<file path="config.mk">
export PLATFORM = sky130hd
export DESIGN_NAME = rotary_event_queue
export DESIGN_NICKNAME = d
export VERILOG_FILES = /design/src/rtl/rotary_event_queue_pkg.sv /design/src/rtl/rotary_event_fifo.sv /design/src/rtl/rotary_event_queue.sv
export SDC_FILE = /design/constraint.sdc
export NUM_CORES = 1
export LEC_CHECK = 0
export ABC_AREA = 0
export CAP_MARGIN = 0
export CORE_ASPECT_RATIO = 1.25
export CORE_MARGIN = 2
export CORE_UTILIZATION = 40
export CTS_CLUSTER_DIAMETER = 30
export CTS_CLUSTER_SIZE = 16
export DETAILED_ROUTE_END_ITERATION = 7
export PLACE_DENSITY = 0.66
export SLEW_MARGIN = 20
export SYNTH_ARGS = -nofsm -noshare
export SYNTH_HDL_FRONTEND = slang
export SYNTH_HIERARCHICAL = 1
export SYNTH_SLANG_ARGS = --single-unit
</file>
<file path="constraint.sdc">
create_clock -name clk -period 4 [get_ports clk]
set_input_delay 0.4 -clock clk [delete_from_list [all_inputs] [get_ports clk]]
set_output_delay 0.4 -clock clk [all_outputs]
set_load 0.05 [all_outputs]
</file>
<file path="src/rtl/rotary_event_queue_pkg.sv">
// Shared definitions for the rotary encoder event queue: default widths and
// the packed event layout {direction, value} used by the queue storage.
package rotary_pkg;

   localparam int ENC_W_DEFAULT = 5;

   typedef struct packed {
      logic                     direction;
      logic [ENC_W_DEFAULT-1:0] value;
   } rot_event_t;

   localparam int EVENT_W_DEFAULT = $bits(rot_event_t);

endpackage

</file>
<file path="src/rtl/rotary_event_fifo.sv">
// Small synchronous FIFO holding encoder events; a push into a full FIFO is
// accepted only when the head is popped in the same cycle.
module rotary_event_fifo #(
   parameter  int DEPTH = 8,
   parameter  int W     = 6,
   localparam int PTR_W = $clog2(DEPTH),
   localparam int LVL_W = PTR_W + 1
) (
   input  logic             clk,
   input  logic             reset,
   input  logic             push,
   input  logic [W-1:0]     push_data,
   input  logic             pop,
   output logic [W-1:0]     head_data,
   output logic [LVL_W-1:0] level,
   output logic [LVL_W-1:0] level_next,
   output logic             full,
   output logic             empty
);

   logic [W-1:0]     mem [DEPTH];
   logic [PTR_W-1:0] wr_ptr;
   logic [PTR_W-1:0] rd_ptr;
   logic             do_push;
   logic             do_pop;

   assign full      = (level == LVL_W'(DEPTH));
   assign empty     = (level == '0);
   assign do_pop    = pop & ~empty;
   assign do_push   = push & (~full | do_pop);
   assign head_data = mem[rd_ptr];

   always_comb begin
      level_next = level;
      if (do_push && !do_pop) begin
         level_next = level + LVL_W'(1);
      end else if (do_pop && !do_push) begin
         level_next = level - LVL_W'(1);
      end
   end

   always_ff @(posedge clk) begin
      if (reset) begin
         wr_ptr <= '0;
         rd_ptr <= '0;
         level  <= '0;
      end else begin
         if (do_push) wr_ptr <= wr_ptr + PTR_W'(1);
         if (do_pop)  rd_ptr <= rd_ptr + PTR_W'(1);
         level <= level_next;
      end
   end

   // When full, wr_ptr equals rd_ptr, so a push+pop overwrites the slot being retired.
   always_ff @(posedge clk) begin
      if (do_push) mem[wr_ptr] <= push_data;
   end

endmodule

</file>
<file path="src/rtl/rotary_event_queue.sv">
// Queues {value, direction} events from the quadrature decoder for a CSR
// reader, with detent filtering, sticky overflow, drop counting and an irq.
module rotary_event_queue
   import rotary_pkg::*;
#(
   parameter int DEPTH       = 8,
   parameter int ENC_W       = ENC_W_DEFAULT,
   parameter bit DETENT_ONLY = 1'b1,
   parameter int DROP_W      = 8
) (
   input  logic                   clk,
   input  logic                   reset,
   input  logic [ENC_W-1:0]       enc_value,
   input  logic                   enc_direction,
   input  logic                   enc_update,
   output logic                   rd_valid,
   input  logic                   rd_ready,
   output logic [ENC_W-1:0]       rd_value,
   output logic                   rd_direction,
   output logic [$clog2(DEPTH):0] level,
   output logic                   overflow,
   input  logic                   clear_overflow,
   output logic [DROP_W-1:0]      drop_count,
   input  logic                   irq_enable,
   output logic                   irq
);

   localparam int LVL_W = $clog2(DEPTH) + 1;

   logic              upd_d;
   logic              first_flag;
   logic [ENC_W-1:0]  last_value;
   logic              cand;
   logic              push;
   logic              pop;
   logic              drop;
   logic              full;
   logic              empty;
   logic [LVL_W-1:0]  level_next;
   logic              overflow_next;
   logic [DROP_W-1:0] drop_count_next;

   // The decoder's value settles one cycle after its update pulse, hence sampling on upd_d.
   assign cand = upd_d & (!DETENT_ONLY | first_flag | (enc_value != last_value));
   assign pop  = rd_valid & rd_ready;
   assign push = cand & (~full | pop);
   assign drop = cand & full & ~pop;
   assign rd_valid = ~empty;

   rotary_event_fifo #(
      .DEPTH (DEPTH),
      .W     (ENC_W + 1)
   ) u_fifo (
      .clk        (clk),
      .reset      (reset),
      .push       (push),
      .push_data  ({enc_direction, enc_value}),
      .pop        (pop),
      .head_data  ({rd_direction, rd_value}),
      .level      (level),
      .level_next (level_next),
      .full       (full),
      .empty      (empty)
   );

   // A drop in the same cycle as a clear wins: the count restarts at one.
   always_comb begin
      overflow_next   = overflow;
      drop_count_next = drop_count;
      if (clear_overflow) begin
         overflow_next   = 1'b0;
         drop_count_next = '0;
      end
      if (drop) begin
         overflow_next = 1'b1;
         if (drop_count_next != '1) drop_count_next = drop_count_next + DROP_W'(1);
      end
   end

   always_ff @(posedge clk) begin
      if (reset) begin
         upd_d      <= 1'b0;
         first_flag <= 1'b1;
         last_value <= '0;
         overflow   <= 1'b0;
         drop_count <= '0;
         irq        <= 1'b0;
      end else begin
         upd_d <= enc_update;
         if (cand) begin
            last_value <= enc_value;
            first_flag <= 1'b0;
         end
         overflow   <= overflow_next;
         drop_count <= drop_count_next;
         irq        <= irq_enable & ((level_next != '0) | overflow_next);
      end
   end

endmodule

</file>
After elaboration in Yosys (flattened, before gate mapping)
Memory sizes are Yosys's and may differ from the RTL's. A register that Yosys moved wholly into a read port is not among the register bits.
Index checks and enable logic that the tools add are counted.
Storage, ports and cells
  RAM bits: 48
  output and inout bits: 21
  input bits: 12
  bits in registers: 27
  logic and storage cells: 50
  memories: 1
Operators by class
  reductions and logical operators: 6
  equal/unequal tests: 3
  bitwise operators: 15
  multiplexer cells: 11
  $add $sub $neg: 5
Memories
  u_fifo.mem: words 8, width 6, read ports 1, clocked after memory_dff 1, wr ports 1, RTL line rotary_event_fifo.sv:21  | logic [W-1:0] mem [DEPTH];
Operators by type and width (count)
  $mux 8: 3
  $add 8x1->8 const B: 1
  $and 1x1->1: 8
  $mux 4: 2
  $ne 8x8->1 const B: 1
  $add 3x1->3 const B: 2
  $mux 3: 2
  $ne 5x5->1: 1
  $add 4x1->4 const B: 1
  $eq 4x4->1 const B: 1
  $logic_not 4->1: 1
  $mux 1: 4
  $or 1x1->1: 4
  $reduce_bool 4->1: 1
  $sub 4x1->4 const B: 1
  $not 1->1: 3
  $logic_and 1x1->1: 2
  $logic_not 1->1: 2

Depth between registers and ports, before layout
  depth in word-level cells: 13
  depth in mapped cells: 15
  depth with buffers taken out: 13

Cells and area by module
The synthesis kept the hierarchy.
By module, submodules not included
  rotary_event_fifo: seq. area each 1701.6 um^2, area each 2588.7 um^2, times used 1, cells each 167
  rotary_event_queue: seq. area each 340.3 um^2, area each 895.9 um^2, times used 1, cells each 105

Least setup slack after synthesis
Ideal clock, no wire load.
  path type: reg-to-reg
  from: reg u_fifo.level[1]
  to: mem u_fifo.mem[0][0], enable pin
  path buffers: 2
  library setup time: 0.377 ns
  cell stages (with the launch flop): 13
  setup slack: 0.674 ns
  data arrival time: 2.949 ns
  period minus slack after synthesis: 3.326 ns
  data required time: 3.623 ns
  cells stage by stage: dfxtp_1 -> inv_1 -> ha_1 -> or3b_1 -> buf_2 -> inv_1 -> nand2b_1 -> nand2_1 -> and3_1 -> buf_4 -> o21ai_1 -> or2_2 -> nor3_1
On the way
  longest elaborated chain between the ends: 8
  elaborated cells on any way between the ends: 12
  those cells by class: eq/ne (1); mux (2); bitwise (8); reduce/logical (1)
RTL lines
  start, declared: RTL line rotary_event_fifo.sv:15  | output logic [LVL_W-1:0] level,
  start signal, assigned: RTL line rotary_event_fifo.sv:50  | level <= level_next;
  $logic_not 4->1: RTL line rotary_event_fifo.sv:28  | assign empty = (level == '0);
  via empty: RTL line rotary_event_queue.sv:38  | logic empty;
  $not 1->1: RTL line rotary_event_queue.sv:48  | assign rd_valid = ~empty;
  $and 1x1->1: RTL line rotary_event_queue.sv:45  | assign pop = rd_valid & rd_ready;
  $or 1x1->1: RTL line rotary_event_queue.sv:46  | assign push = cand & (~full | pop);
  $and 1x1->1: RTL line rotary_event_queue.sv:46
  via push: RTL line rotary_event_queue.sv:34  | logic push;
  $and 1x1->1: RTL line rotary_event_fifo.sv:30  | assign do_push = push & (~full | do_pop);
  $mux 1: RTL line rotary_event_fifo.sv:56  | if (do_push) mem[wr_ptr] <= push_data;
  $mux 1 (implied by the code): RTL line rotary_event_fifo.sv:56
  end, declared: RTL line rotary_event_fifo.sv:21
The timed path passes the listed nets, and every way through them passes these cells.

Final worst setup path
  from: reg u_fifo.level[0]
  to: mem u_fifo.mem[3][5], enable pin
The elaborated chain is that of the path after synthesis.

==> reports/summary.json <==
{
  "setup_viol": {"value": 0},
  "starting_utilization_of_the_core_area": {"value": 40.7, "unit": "%"},
  "synth_sequential_area_ratio": {"value": 58.6, "unit": "%"},
  "clock_sink_count": {"value": 78},
  "crit_fanout": {"value": 12},
  "gr-usage-met3": {"value": 4.12, "unit": "%"},
  "hold_viol": {"value": 0},
  "syn_avg_cell_area": {"value": 12.8, "unit": "um2"},
  "placement.setup.worst_slack": {"value": 0.507, "unit": "ns"},
  "syn-instance-count": {"value": 272},
  "layout.filler_cells": {"value": 760},
  "synth.cells.most_frequent": {"value": "48 x edfxtp_1, 30 x dfxtp_1, 25 x nor2_1, 20 x nand2_1, 12 x mux4_2"},
  "final_core_util": {"value": 47.8, "unit": "%"},
  "grt_util_met2": {"value": 25.8, "unit": "%"},
  "final_layout_size_suffix_gt1_share": {"value": 16.6, "unit": "%"},
  "transition_at_the_pin_with_the_smallest_max_transition_slack": {"value": 0.987, "unit": "ns"},
  "synth.most_common_cell": {"value": "edfxtp_1"},
  "grt_remaining_overflow": {"value": 0},
  "worst_r2r_path_depth": {"value": 9},
  "timing.final.crit_share": {"value": 81.1, "unit": "%"},
  "top_level_ports": {"value": 33},
  "design.core.area": {"value": 8560, "unit": "um2"},
  "rsz0062_at_grt": {"value": "no"},
  "power.ir.vdd_worst": {"value": 0.149, "unit": "mV"},
  "post-cts-setup-buffer-count": {"value": 0},
  "count_of_flip_flops_with_a_built_in_enable_after_synthesis": {"value": 48},
  "finalMaxSlewViolations": {"value": 0},
  "worstReg2RegStart": {"value": "u_fifo/level[0]"},
  "detail_route.wirelength": {"value": 6660, "unit": "um"},
  "worst_hold_path.num_cells": {"value": 2},
  "clock-root-buffer": {"value": "clkbuf_8"},
  "mappedNetlistArea": {"value": 3480, "unit": "um2"},
  "die_area": {"value": 9480, "unit": "um2"},
  "total_leakage_power": {"value": 0.00144, "unit": "uW"},
  "timing.critical_path.from_type": {"value": "register"},
  "final.hold.worst_slack": {"value": 0.485, "unit": "ns"},
  "post-route-min-period": {"value": 3.24, "unit": "ns"},
  "synth-async-reset-ratio": {"value": 0, "unit": "%"},
  "clk_latency": {"value": 0.34, "unit": "ns"},
  "rr_endpoint": {"value": "u_fifo/mem[3][5]"},
  "grt_most_used_layer": {"value": "met2"},
  "diodes": {"value": 0},
  "synth.area.top_cells": {"value": "edfxtp_1 41%, dfxtp_1 17%, mux4_2 7.8%"},
  "global_placer_s_final_weighted_congestion": {"value": 0.834},
  "power_density": {"value": 374, "unit": "nW/um2"},
  "viasPerCell": {"value": 5.33},
  "rrSetupSlack": {"value": 0.76, "unit": "ns"},
  "port_buffers": {"value": 32},
  "detail_route.first_pass.iterations": {"value": 5},
  "tritoncts": {"value": "done"},
  "cts-resized-gates": {"value": 0},
  "crit_path_end_kind": {"value": "register"},
  "detail_route.wl_per_cell": {"value": 16.1, "unit": "um"},
  "global_route_wire_length_before_repair": {"value": 10900, "unit": "um"},
  "detailed_place_hpwl": {"value": 4540, "unit": "um"},
  "setup_tns_after_final_layout": {"value": 0, "unit": "ns"},
  "place_area": {"value": 3920, "unit": "um2"},
  "synth_largest_area_cell": {"value": "edfxtp_1"},
  "min_to": {"value": "first_flag"},
  "timing.fmax": {"value": 0.308, "unit": "GHz"},
  "finalWorstSetupSlack": {"value": 0.757, "unit": "ns"},
  "via_count_of_the_first_global_routing_pass": {"value": 2269},
  "multiInputGateArea": {"value": 1330, "unit": "um2"},
  "grt_start_max_net_pins": {"value": 27},
  "mappedNetlistNets": {"value": 289},
  "final_area": {"value": 4090, "unit": "um2"},
  "grt_antenna_before_repair": {"value": 0},
  "seqCellArea": {"value": 2040, "unit": "um2"},
  "grt_util_met1": {"value": 18.3, "unit": "%"},
  "worst-setup-path-type": {"value": "reg2reg"},
  "hold_path_class": {"value": "reg2reg"},
  "hp-start": {"value": "first_flag"},
  "cts_hold_buffers": {"value": 0},
  "drt_iter0_markers": {"value": 113},
  "number_of_nets_still_failing_antenna_checks_after_routing": {"value": 0},
  "clk_transition_reported_paths": {"value": 0.08, "unit": "ns"},
  "via_count": {"value": 2202},
  "status": {"value": "completed"},
  "synth-warning-count": {"value": 6},
  "core.rowCount": {"value": 38},
  "global_route.usage.total": {"value": 15.4, "unit": "%"},
  "max-cap-violations": {"value": 0},
  "synth.lib_cells_used.distinct": {"value": 53},
  "netlist.area_leader.share": {"value": 41.4, "unit": "%"},
  "clock_tree.buffer_depth": {"value": 2},
  "worst_slew_margin_rel": {"value": 34.0, "unit": "%"},
  "worstPathRequired": {"value": 3.97, "unit": "ns"},
  "die_w": {"value": 87.5, "unit": "um"},
  "timing.clock.skew": {"value": 0.00966, "unit": "ns"},
  "synth-seq-cells": {"value": 78},
  "die_h": {"value": 108, "unit": "um"},
  "synth_flop_cell": {"value": "edfxtp_1"},
  "cts_max_level": {"value": 3},
  "drcViolationCount": {"value": 0},
  "worst-endpoint-arrival": {"value": 3.22, "unit": "ns"},
  "area_delta_synth_final": {"value": 17.4, "unit": "%"},
  "cts_inserted_buffers": {"value": 9},
  "num-nets-final": {"value": 327}
}
-- cell type report --
type / count / area share (%)
clock buffers: 9 / 3.03
clock inverters: 5 / 1.28
inverters: 10 / 0.917
multi-input cells: 171 / 32.5
flip-flops and latches: 78 / 49.9
well taps: 100 / 3.06
repair buffers: 40 / 9.30
-- critical path, stage by stage (launching register included) --
cell and delay (ns):
dfxtp_1 0.49, inv_1 0.08, ha_1 0.28, or3b_1 0.40, inv_1 0.10, nand2b_1 0.19, nand2_1 0.07, and3_1 0.40
o211ai_1 0.24, nor2_1 0.59
-- layer usage --
metal,vias to the layer above,part of all wire (%)
li1,1080,-
met3,4,3.4
met1,1070,44
met4,0,0.95
met2,48,52
met5,-,0
-- power by group --
part           total (uW)  internal [uW]  switching, uW
Clock                 547            278            269
Sequential            871            863           8.38
Combinational         111           45.0           65.7
-- worst max-delay path by stage --
stage,slack [ns],startpoint,cells after the start,end
3_5_place_dp,0.51,enc_value[1],10,irq
5_1_grt,0.45,u_fifo/level[0],13,irq
4_1_cts,0.68,u_fifo/level[0],9,u_fifo/mem[3][5]
3_3_place_gp,0.64,enc_value[2],10,irq
2_1_floorplan,0.67,u_fifo/level[1],12,u_fifo/mem[0][0]
6_report,0.76,u_fifo/level[0],9,u_fifo/mem[3][5]
-- per-stage QoR --
stage,total power [uW],instances
global placement,997,399
floorplan,959,272
finish,1530,413
global route,1590,413
CTS,1550,413
detailed placement,1000,399
-- placed cells by master (no fill, tap or decap), types with 3 or more instances in the layout --
cell / instances
nand2_1: 20
nor2_1: 25
mux4_2: 12
xor2_1: 5
or3_1: 3
mux2i_1: 6
nand3_1: 9
a21oi_1: 10
edfxtp_1: 48
buf_4: 8
clkdlybuf4s50_1: 32
ha_1: 5
nand3b_1: 3
nor3_1: 5
xnor2_1: 5
clkbuf_8: 9
o21ai_0: 5
o211ai_1: 3
nor2b_1: 5
inv_1: 10
nand2b_1: 5
o21ai_1: 3
mux2_2: 6
dfxtp_1: 30
and3_1: 3
-- state kept, by name (all words and copies together), names as in the netlist, 3 cells and up, named ones only --
name and flops:
drop_count 8, u_fifo/mem 48, last_value 5, u_fifo/level 4, u_fifo/rd_ptr 3, u_fifo/wr_ptr 3
-- cells by family after synthesis --
family	after synthesis	share of synthesized area, %
multiplexers	25	11.7
adder cells (fa/ha/maj)	5	1.80
AND/OR/NAND/NOR	93	14.8
flip-flops	78	58.6
buffers and inverters	23	3.23
XOR/XNOR	10	2.51
AO/OA/AOI/OAI	38	7.36
Note: power is estimated with default switching activity, not from simulation.
